[src/rtl/complex_mixer_pkg.sv]
// complex_mixer_pkg: shared types for the complex mixer slice
package complex_mixer_pkg;
  typedef enum logic {REAL = 1'b0, COMPLEX = 1'b1} mixer_mode_e;
endpackage

[src/rtl/complex_mixer_if.sv]
// complex_mixer_if: sample/NCO inputs and mixed outputs of the complex mixer
interface complex_mixer_if #(
  parameter int IN_W  = 18,
  parameter int NCO_W = 18,
  parameter int OUT_W = 18,
  parameter int CH_W  = 2
) ();
  logic             ipMode;
  logic             ipConj;
  logic             ipValid;
  logic [CH_W-1:0]  ipChannel;
  logic [IN_W-1:0]  ipI;
  logic [IN_W-1:0]  ipQ;
  logic [NCO_W-1:0] ipNcoI;
  logic [NCO_W-1:0] ipNcoQ;
  logic             ipClearOverflow;
  logic             opValid;
  logic [CH_W-1:0]  opChannel;
  logic [OUT_W-1:0] opI;
  logic [OUT_W-1:0] opQ;
  logic             opOverflow;
  modport master (
    output ipMode, ipConj, ipValid, ipChannel, ipI, ipQ, ipNcoI, ipNcoQ, ipClearOverflow,
    input  opValid, opChannel, opI, opQ, opOverflow
  );
  modport slave (
    input  ipMode, ipConj, ipValid, ipChannel, ipI, ipQ, ipNcoI, ipNcoQ, ipClearOverflow,
    output opValid, opChannel, opI, opQ, opOverflow
  );
endinterface

[src/rtl/complex_mixer_round_saturate.sv]
// round_saturate: optional half-up rounding, arithmetic right shift, signed saturation
module round_saturate #(
  parameter int IN_W  = 37,
  parameter int SHIFT = 17,
  parameter int OUT_W = 18,
  parameter int ROUND = 1
) (
  input  logic signed [IN_W-1:0] d_i,
  output logic [OUT_W-1:0]       q_o,
  output logic                   sat_o
);
  localparam logic signed [IN_W:0] BIAS = (ROUND != 0) ? ({{IN_W{1'b0}}, 1'b1} << (SHIFT - 1)) : '0;
  localparam logic signed [IN_W:0] MAXV = {{(IN_W + 2 - OUT_W){1'b0}}, {(OUT_W - 1){1'b1}}};
  localparam logic signed [IN_W:0] MINV = ~MAXV;
  logic signed [IN_W:0] r, s;
  logic hi, lo;
  always_comb begin
    r     = {d_i[IN_W-1], d_i} + BIAS;
    s     = r >>> SHIFT;
    hi    = s > MAXV;
    lo    = s < MINV;
    q_o   = hi ? MAXV[OUT_W-1:0] : lo ? MINV[OUT_W-1:0] : s[OUT_W-1:0];
    sat_o = hi | lo;
  end
endmodule

[src/rtl/complex_mixer.sv]
// complex_mixer: 3-stage complex x NCO multiply with round/saturate and sticky overflow
module complex_mixer
  import complex_mixer_pkg::*;
#(
  parameter int IN_W  = 18,
  parameter int NCO_W = 18,
  parameter int OUT_W = 18,
  parameter int CH_W  = 2,
  parameter int ROUND = 1
) (
  input logic           ipClk,
  input logic           ipnReset,
  complex_mixer_if.slave bus
);
  localparam int PW = IN_W + NCO_W;
  logic signed [IN_W-1:0]  xi, xq;
  logic signed [NCO_W-1:0] ni, nq;
  logic signed [PW-1:0]    pii_d, pqq_d, piq_d, pqi_d, pii_q, pqq_q, piq_q, pqi_q;
  logic signed [PW:0]      si_d, sq_d, si_q, sq_q;
  logic [OUT_W-1:0]        oi_d, oq_d, oi_q, oq_q;
  logic [CH_W-1:0]         ch1_q, ch2_q, ch3_q;
  logic                    v1_q, v2_q, v3_q, cj1_q, ov_d, ov_q, sat_i, sat_q;
  always_comb begin
    xi    = bus.ipI;
    xq    = (mixer_mode_e'(bus.ipMode) == COMPLEX) ? bus.ipQ : '0;
    ni    = bus.ipNcoI;
    nq    = bus.ipNcoQ;
    pii_d = PW'(xi) * PW'(ni);
    pqq_d = PW'(xq) * PW'(nq);
    piq_d = PW'(xi) * PW'(nq);
    pqi_d = PW'(xq) * PW'(ni);
    si_d  = cj1_q ? (PW+1)'(pii_q) + (PW+1)'(pqq_q) : (PW+1)'(pii_q) - (PW+1)'(pqq_q);
    sq_d  = cj1_q ? (PW+1)'(pqi_q) - (PW+1)'(piq_q) : (PW+1)'(piq_q) + (PW+1)'(pqi_q);
    // a saturating sample arriving together with a clear keeps the flag set
    ov_d  = (v2_q & (sat_i | sat_q)) | (ov_q & ~bus.ipClearOverflow);
  end
  round_saturate #(.IN_W(PW + 1), .SHIFT(NCO_W - 1), .OUT_W(OUT_W), .ROUND(ROUND)) u_rs_i (
    .d_i(si_q), .q_o(oi_d), .sat_o(sat_i)
  );
  round_saturate #(.IN_W(PW + 1), .SHIFT(NCO_W - 1), .OUT_W(OUT_W), .ROUND(ROUND)) u_rs_q (
    .d_i(sq_q), .q_o(oq_d), .sat_o(sat_q)
  );
  always_ff @(posedge ipClk or negedge ipnReset) begin
    if (!ipnReset) begin
      {v1_q, v2_q, v3_q, cj1_q, ov_q} <= '0;
      {ch1_q, ch2_q, ch3_q} <= '0;
      {pii_q, pqq_q, piq_q, pqi_q} <= '0;
      {si_q, sq_q} <= '0;
      {oi_q, oq_q} <= '0;
    end else begin
      v1_q <= bus.ipValid;
      v2_q <= v1_q;
      v3_q <= v2_q;
      ov_q <= ov_d;
      if (bus.ipValid) begin
        {pii_q, pqq_q, piq_q, pqi_q} <= {pii_d, pqq_d, piq_d, pqi_d};
        ch1_q <= bus.ipChannel;
        cj1_q <= bus.ipConj;
      end
      if (v1_q) begin
        {si_q, sq_q} <= {si_d, sq_d};
        ch2_q <= ch1_q;
      end
      if (v2_q) begin
        {oi_q, oq_q} <= {oi_d, oq_d};
        ch3_q <= ch2_q;
      end
    end
  end
  assign bus.opValid    = v3_q;
  assign bus.opChannel  = ch3_q;
  assign bus.opI        = oi_q;
  assign bus.opQ        = oq_q;
  assign bus.opOverflow = ov_q;
endmodule

[src/flat_wrapper.sv]
// flat-port wrapper written by rule: the top's interface ports become plain ports
module complex_mixer_flat import complex_mixer_pkg::*;
#(
  parameter int IN_W  = 18,
  parameter int NCO_W = 18,
  parameter int OUT_W = 18,
  parameter int CH_W  = 2,
  parameter int ROUND = 1
)
  (ipClk, ipnReset, bus_ipMode, bus_ipConj, bus_ipValid, bus_ipChannel, bus_ipI, bus_ipQ, bus_ipNcoI, bus_ipNcoQ, bus_ipClearOverflow, bus_opValid, bus_opChannel, bus_opI, bus_opQ, bus_opOverflow);
  complex_mixer_if #(.IN_W(IN_W), .NCO_W(NCO_W), .OUT_W(OUT_W), .CH_W(CH_W)) bus_i ();
  input logic ipClk;
  input logic ipnReset;
  input wire logic [$bits(bus_i.ipMode)-1:0] bus_ipMode;
  input wire logic [$bits(bus_i.ipConj)-1:0] bus_ipConj;
  input wire logic [$bits(bus_i.ipValid)-1:0] bus_ipValid;
  input wire logic [$bits(bus_i.ipChannel)-1:0] bus_ipChannel;
  input wire logic [$bits(bus_i.ipI)-1:0] bus_ipI;
  input wire logic [$bits(bus_i.ipQ)-1:0] bus_ipQ;
  input wire logic [$bits(bus_i.ipNcoI)-1:0] bus_ipNcoI;
  input wire logic [$bits(bus_i.ipNcoQ)-1:0] bus_ipNcoQ;
  input wire logic [$bits(bus_i.ipClearOverflow)-1:0] bus_ipClearOverflow;
  output wire logic [$bits(bus_i.opValid)-1:0] bus_opValid;
  output wire logic [$bits(bus_i.opChannel)-1:0] bus_opChannel;
  output wire logic [$bits(bus_i.opI)-1:0] bus_opI;
  output wire logic [$bits(bus_i.opQ)-1:0] bus_opQ;
  output wire logic [$bits(bus_i.opOverflow)-1:0] bus_opOverflow;
  assign bus_i.ipMode = bus_ipMode;
  assign bus_i.ipConj = bus_ipConj;
  assign bus_i.ipValid = bus_ipValid;
  assign bus_i.ipChannel = bus_ipChannel;
  assign bus_i.ipI = bus_ipI;
  assign bus_i.ipQ = bus_ipQ;
  assign bus_i.ipNcoI = bus_ipNcoI;
  assign bus_i.ipNcoQ = bus_ipNcoQ;
  assign bus_i.ipClearOverflow = bus_ipClearOverflow;
  assign bus_opValid = bus_i.opValid;
  assign bus_opChannel = bus_i.opChannel;
  assign bus_opI = bus_i.opI;
  assign bus_opQ = bus_i.opQ;
  assign bus_opOverflow = bus_i.opOverflow;
  complex_mixer #(.IN_W(IN_W), .NCO_W(NCO_W), .OUT_W(OUT_W), .CH_W(CH_W), .ROUND(ROUND)) u_core (.ipClk(ipClk), .ipnReset(ipnReset), .bus(bus_i));
endmodule
[config.mk]
export PLATFORM = sky130hd
export DESIGN_NAME = complex_mixer_flat
export DESIGN_NICKNAME = d
export VERILOG_FILES = /design/src/rtl/complex_mixer_pkg.sv /design/src/rtl/complex_mixer_if.sv /design/src/rtl/complex_mixer_round_saturate.sv /design/src/rtl/complex_mixer.sv /design/src/flat_wrapper.sv
export SDC_FILE = /design/constraint.sdc
export NUM_CORES = 2
export LEC_CHECK = 0
export BUFFER_PORTS_ARGS = -buffer_cell sky130_fd_sc_hd__clkbuf_2
export CORE_ASPECT_RATIO = 1.1
export CORE_MARGIN = 3
export CORE_UTILIZATION = 60
export CTS_CLUSTER_SIZE = 40
export DETAILED_ROUTE_END_ITERATION = 8
export HOLD_SLACK_MARGIN = 0.08
export PLACE_DENSITY_LB_ADDON = 0.1
export SLEW_MARGIN = 30
export SYNTH_ARGS = -nofsm -noshare
export SYNTH_HDL_FRONTEND = slang
export SYNTH_SLANG_ARGS = --single-unit
export TNS_END_PERCENT = 10
[constraint.sdc]
create_clock -name ipClk -period 5.8 [get_ports ipClk]
set_input_delay 0.58 -clock ipClk [delete_from_list [all_inputs] [get_ports ipClk]]
set_output_delay 0.58 -clock ipClk [all_outputs]
set_load 0.01 [all_outputs]
==> results.sh <==
export IMPL_netlist_instances=6688
export IMPL_cts_clk_slew_worst_paths_ns=0.06
export IMPL_die_area_mm2=0.106
export IMPL_ys_types=75
export IMPL_dieHeight_um=342
export IMPL_ys_flop_type="dfrtp_1"
export IMPL_placed_area_mm2=0.0696
export IMPL_worstPathArrival_ns=6.82
export IMPL_area_growth_pct=19.6
export IMPL_netlist_area_mm2=0.0615
export IMPL_insertion_delay_ns=0.60
export IMPL_placed_cells=8640
export IMPL_grt_pass1_wl_mm=286
export IMPL_overflow=0
export IMPL_hp_class="in2reg"
export IMPL_worstSetupPathType="in2reg"
export IMPL_finalNetCount=9225
export IMPL_fin_cells=8774
export IMPL_placeableCoreArea_mm2=0.101
export IMPL_cts_buffers=28
export IMPL_viasPerCell=5.51
export IMPL_vias=48400
export IMPL_min_period_ns=6.38
export IMPL_drc=0
export IMPL_required_ns=6.25
export IMPL_drt_initial_drc_count=3710
export IMPL_finalClockSkew_ns=0.0176
export IMPL_place_congestion=0.966
export IMPL_status="finished with violations"
export IMPL_routedWlPerCell_um=20.7
export IMPL_syn_num_nets=8530
export IMPL_final_antenna_net_count=0
export IMPL_slew_headroom_pct=39.3
export IMPL_start_util_pct=60.8
export IMPL_ios=120
export IMPL_slew_viol_final=0
export IMPL_r2r_cells=19
export IMPL_failed_checks="negative setup slack"
export IMPL_die_w_um=311
export IMPL_drive_above_1_share_pct=20.7
export IMPL_postLayoutCellArea_mm2=0.0735
export IMPL_cts_tree="yes"
export IMPL_place_ws_ns=-1.63
export IMPL_worst_slack_ns=-0.576
export IMPL_grt_usage_pct=34.8
export IMPL_setup_violations=55
export IMPL_antenna_found_initial=10
export IMPL_routed_wl_mm=181
export IMPL_cts_sinks=233
export IMPL_synth_adder_area_share_pct=51.9
export IMPL_synth_edff_count=0
export IMPL_ctsHtreeMaxLevel=1
export IMPL_hold_slack_ns=0.183
export IMPL_min_path_cells=2
export IMPL_grt_start_max_net_pins=147
export IMPL_max_freq_ghz=0.157
export IMPL_muxShareOfSynthArea_pct=2.64
export IMPL_rows=122
export IMPL_yosysWarnings=0
export IMPL_multiInputGateArea_mm2=0.0503
export IMPL_worst_slew_pin_slew_ns=0.909
export IMPL_async_flop_share_pct=100
export IMPL_clk_path_buf_depth=3
export IMPL_synth_xor_area_share_pct=4.08
export IMPL_first_pass_iters=8
export IMPL_synth_simple_area_share_pct=14.3
export IMPL_cp_max_fo=5
export IMPL_rsz0062_at_grt="true"
export IMPL_io_buffers=119
export IMPL_dpl_hpwl_mm=152
export IMPL_synth_top_family_by_area="adder cells"
export IMPL_syn_avg_cell_area_um2=9.19
export IMPL_regArea_mm2=0.00584
export IMPL_period_share_pct=110
export IMPL_worstSetupStartpointType="input pin"
export IMPL_fillers=7674
export IMPL_maxCapViolations=0
export IMPL_hold_viol=0
export IMPL_yosysSeqAreaShare_pct=9.49
export IMPL_synth_compound_area_share_pct=5.99
export IMPL_ys_seq_elements=233
export IMPL_end_kind="flip-flop"
export IMPL_root_buffer="clkbuf_16"
export IMPL_grt_pass1_vias=51500
## worst max-delay path: stages
cell	delay, ns
buf_6	0.12
buf_6	0.13
buf_6	0.11
and2_4	0.13
fa_1	0.55
inv_2	0.05
fa_1	0.55
inv_2	0.04
fa_1	0.49
inv_1	0.05
fa_1	0.49
inv_2	0.04
fa_1	0.54
inv_2	0.04
fa_1	0.54
inv_2	0.05
ha_4	0.20
a21o_1	0.16
a221o_1	0.34
a21oi_2	0.19
o31ai_4	0.10
a2111o_1	0.46
a31oi_2	0.16
o211ai_1	0.17
a21oi_1	0.20
o21bai_1	0.10
xnor2_1	0.18
o21ai_1	0.07
## Yosys cell counts (all sizes together), types with 102 or more instances
| cell | n | area [µm²] |
|---|---|---|
| inv | 1549 | 5810 |
| fa | 1316 | 26300 |
| nand2 | 766 | 2880 |
| ha | 446 | 5580 |
| and3 | 351 | 2200 |
| clkbuf | 335 | 1260 |
| and2 | 279 | 1750 |
| dfrtp | 233 | 5830 |
| a21oi | 210 | 1050 |
| xnor2 | 194 | 1700 |
| nor2 | 184 | 691 |
| mux2 | 139 | 1570 |
| o21ai | 102 | 510 |
## state kept, by name (all words and copies together), names as in the netlist
name                   flops
u_core.v1_q                1
u_core.piq_q              36
u_core.pii_q              36
u_core.ch1_q               2
u_core.bus.opI            18
u_core.sq_q               21
u_core.pqi_q              36
u_core.pqq_q              36
u_core.bus.opValid         1
u_core.bus.opChannel       2
u_core.ch2_q               2
u_core.v2_q                1
u_core.bus.opQ            18
u_core.si_q               21
u_core.bus.opOverflow      1
u_core.cj1_q               1
## per-stage QoR
step / setup TNS (ns) / utilization (%)
floorplan: -32.35 / -
global placement: -80.51 / 68.9
detailed placement: -84.62 / 68.9
CTS: -13.14 / 70.9
global route: -25.25 / 72.7
finish: -13.98 / 72.7
## cell type report
| class | count | share of cell area (%) |
|---|---|---|
| clock inverters | 13 | 0.230 |
| well taps | 1364 | 2.32 |
| flip-flops and latches | 233 | 7.94 |
| repair buffers | 1009 | 12.1 |
| inverters | 1551 | 7.94 |
| multi-input cells | 4560 | 68.4 |
| diodes | 6 | 0.0204 |
| clock buffers | 38 | 1.07 |
## worst paths after layout
path                                      from                     to  slack (ns)
max in group asynchronous             ipnReset            u_core.v2_q        3.88
hold / removal             bus_ipClearOverflow  u_core.bus.opOverflow        0.18
setup reg to reg               u_core.piq_q[6]        u_core.sq_q[32]        0.63
setup / recovery                    bus_ipI[7]       u_core.pii_q[34]       -0.58
hold reg to reg              u_core.bus.opI[3]      u_core.bus.opI[3]        0.47
min in group asynchronous             ipnReset      u_core.bus.opQ[7]        0.64
## kinds of logic (layout without fill, tap and decap cells)
family | count (synthesis) | count (layout)
multiplexers | 145 | 145
AND/OR/NAND/NOR | 1780 | 1781
AO/OA/AOI/OAI | 586 | 586
XOR/XNOR | 286 | 286
buffers and inverters | 1896 | 2611
adder cells (fa/ha/maj) | 1762 | 1762
other | 0 | 6
flip-flops | 233 | 233
## per-layer routing
layer / GRT usage [%] / vias up / share of wire, %
met5: 0 / - / 0.017
met4: 14.5 / 6 / 5.0
met3: 6.38 / 400 / 9.0
met2: 55.3 / 1824 / 46
met1: 47.4 / 24500 / 40
li1: - / 21600 / -
## repair_timing
action / CTS / global route
endpoints found under the hold margin: 55 / 0
resized for setup: 208 / 333
setup endpoints to repair: 71 / 78
cloned: 0 / 9
pin swaps: 74 / 162
buffers inserted: 23 / 48
hold buffers: 1 / 0
## placed cells by master (no fill, tap or decap), types with 15 or more instances in the layout
cell type and n:
buf_12 77, fa_1 1282, inv_2 48, a21oi_2 31
nand2_1 751, dfrtp_1 230, a21o_1 68, nor2_1 179
o21ai_0 74, o21bai_1 25, and2_4 27, ha_1 403
fa_2 34, inv_1 1498, and3_1 324, a21oi_1 174
clkbuf_2 87, o21a_1 36, o21ai_1 17, clkbuf_16 37
buf_6 51, o211ai_1 28, nand2b_1 35, xnor2_1 186
and2_1 251, nand4_1 15, and3_4 26, nand3_1 40
xor2_1 88, buf_4 743, mux2_2 133, ha_4 42
buf_8 19, nor3_1 30
Power is left out: the tool's default activity adds up to more than one toggle a clock period on the data nets, which glitch-free logic cannot reach.
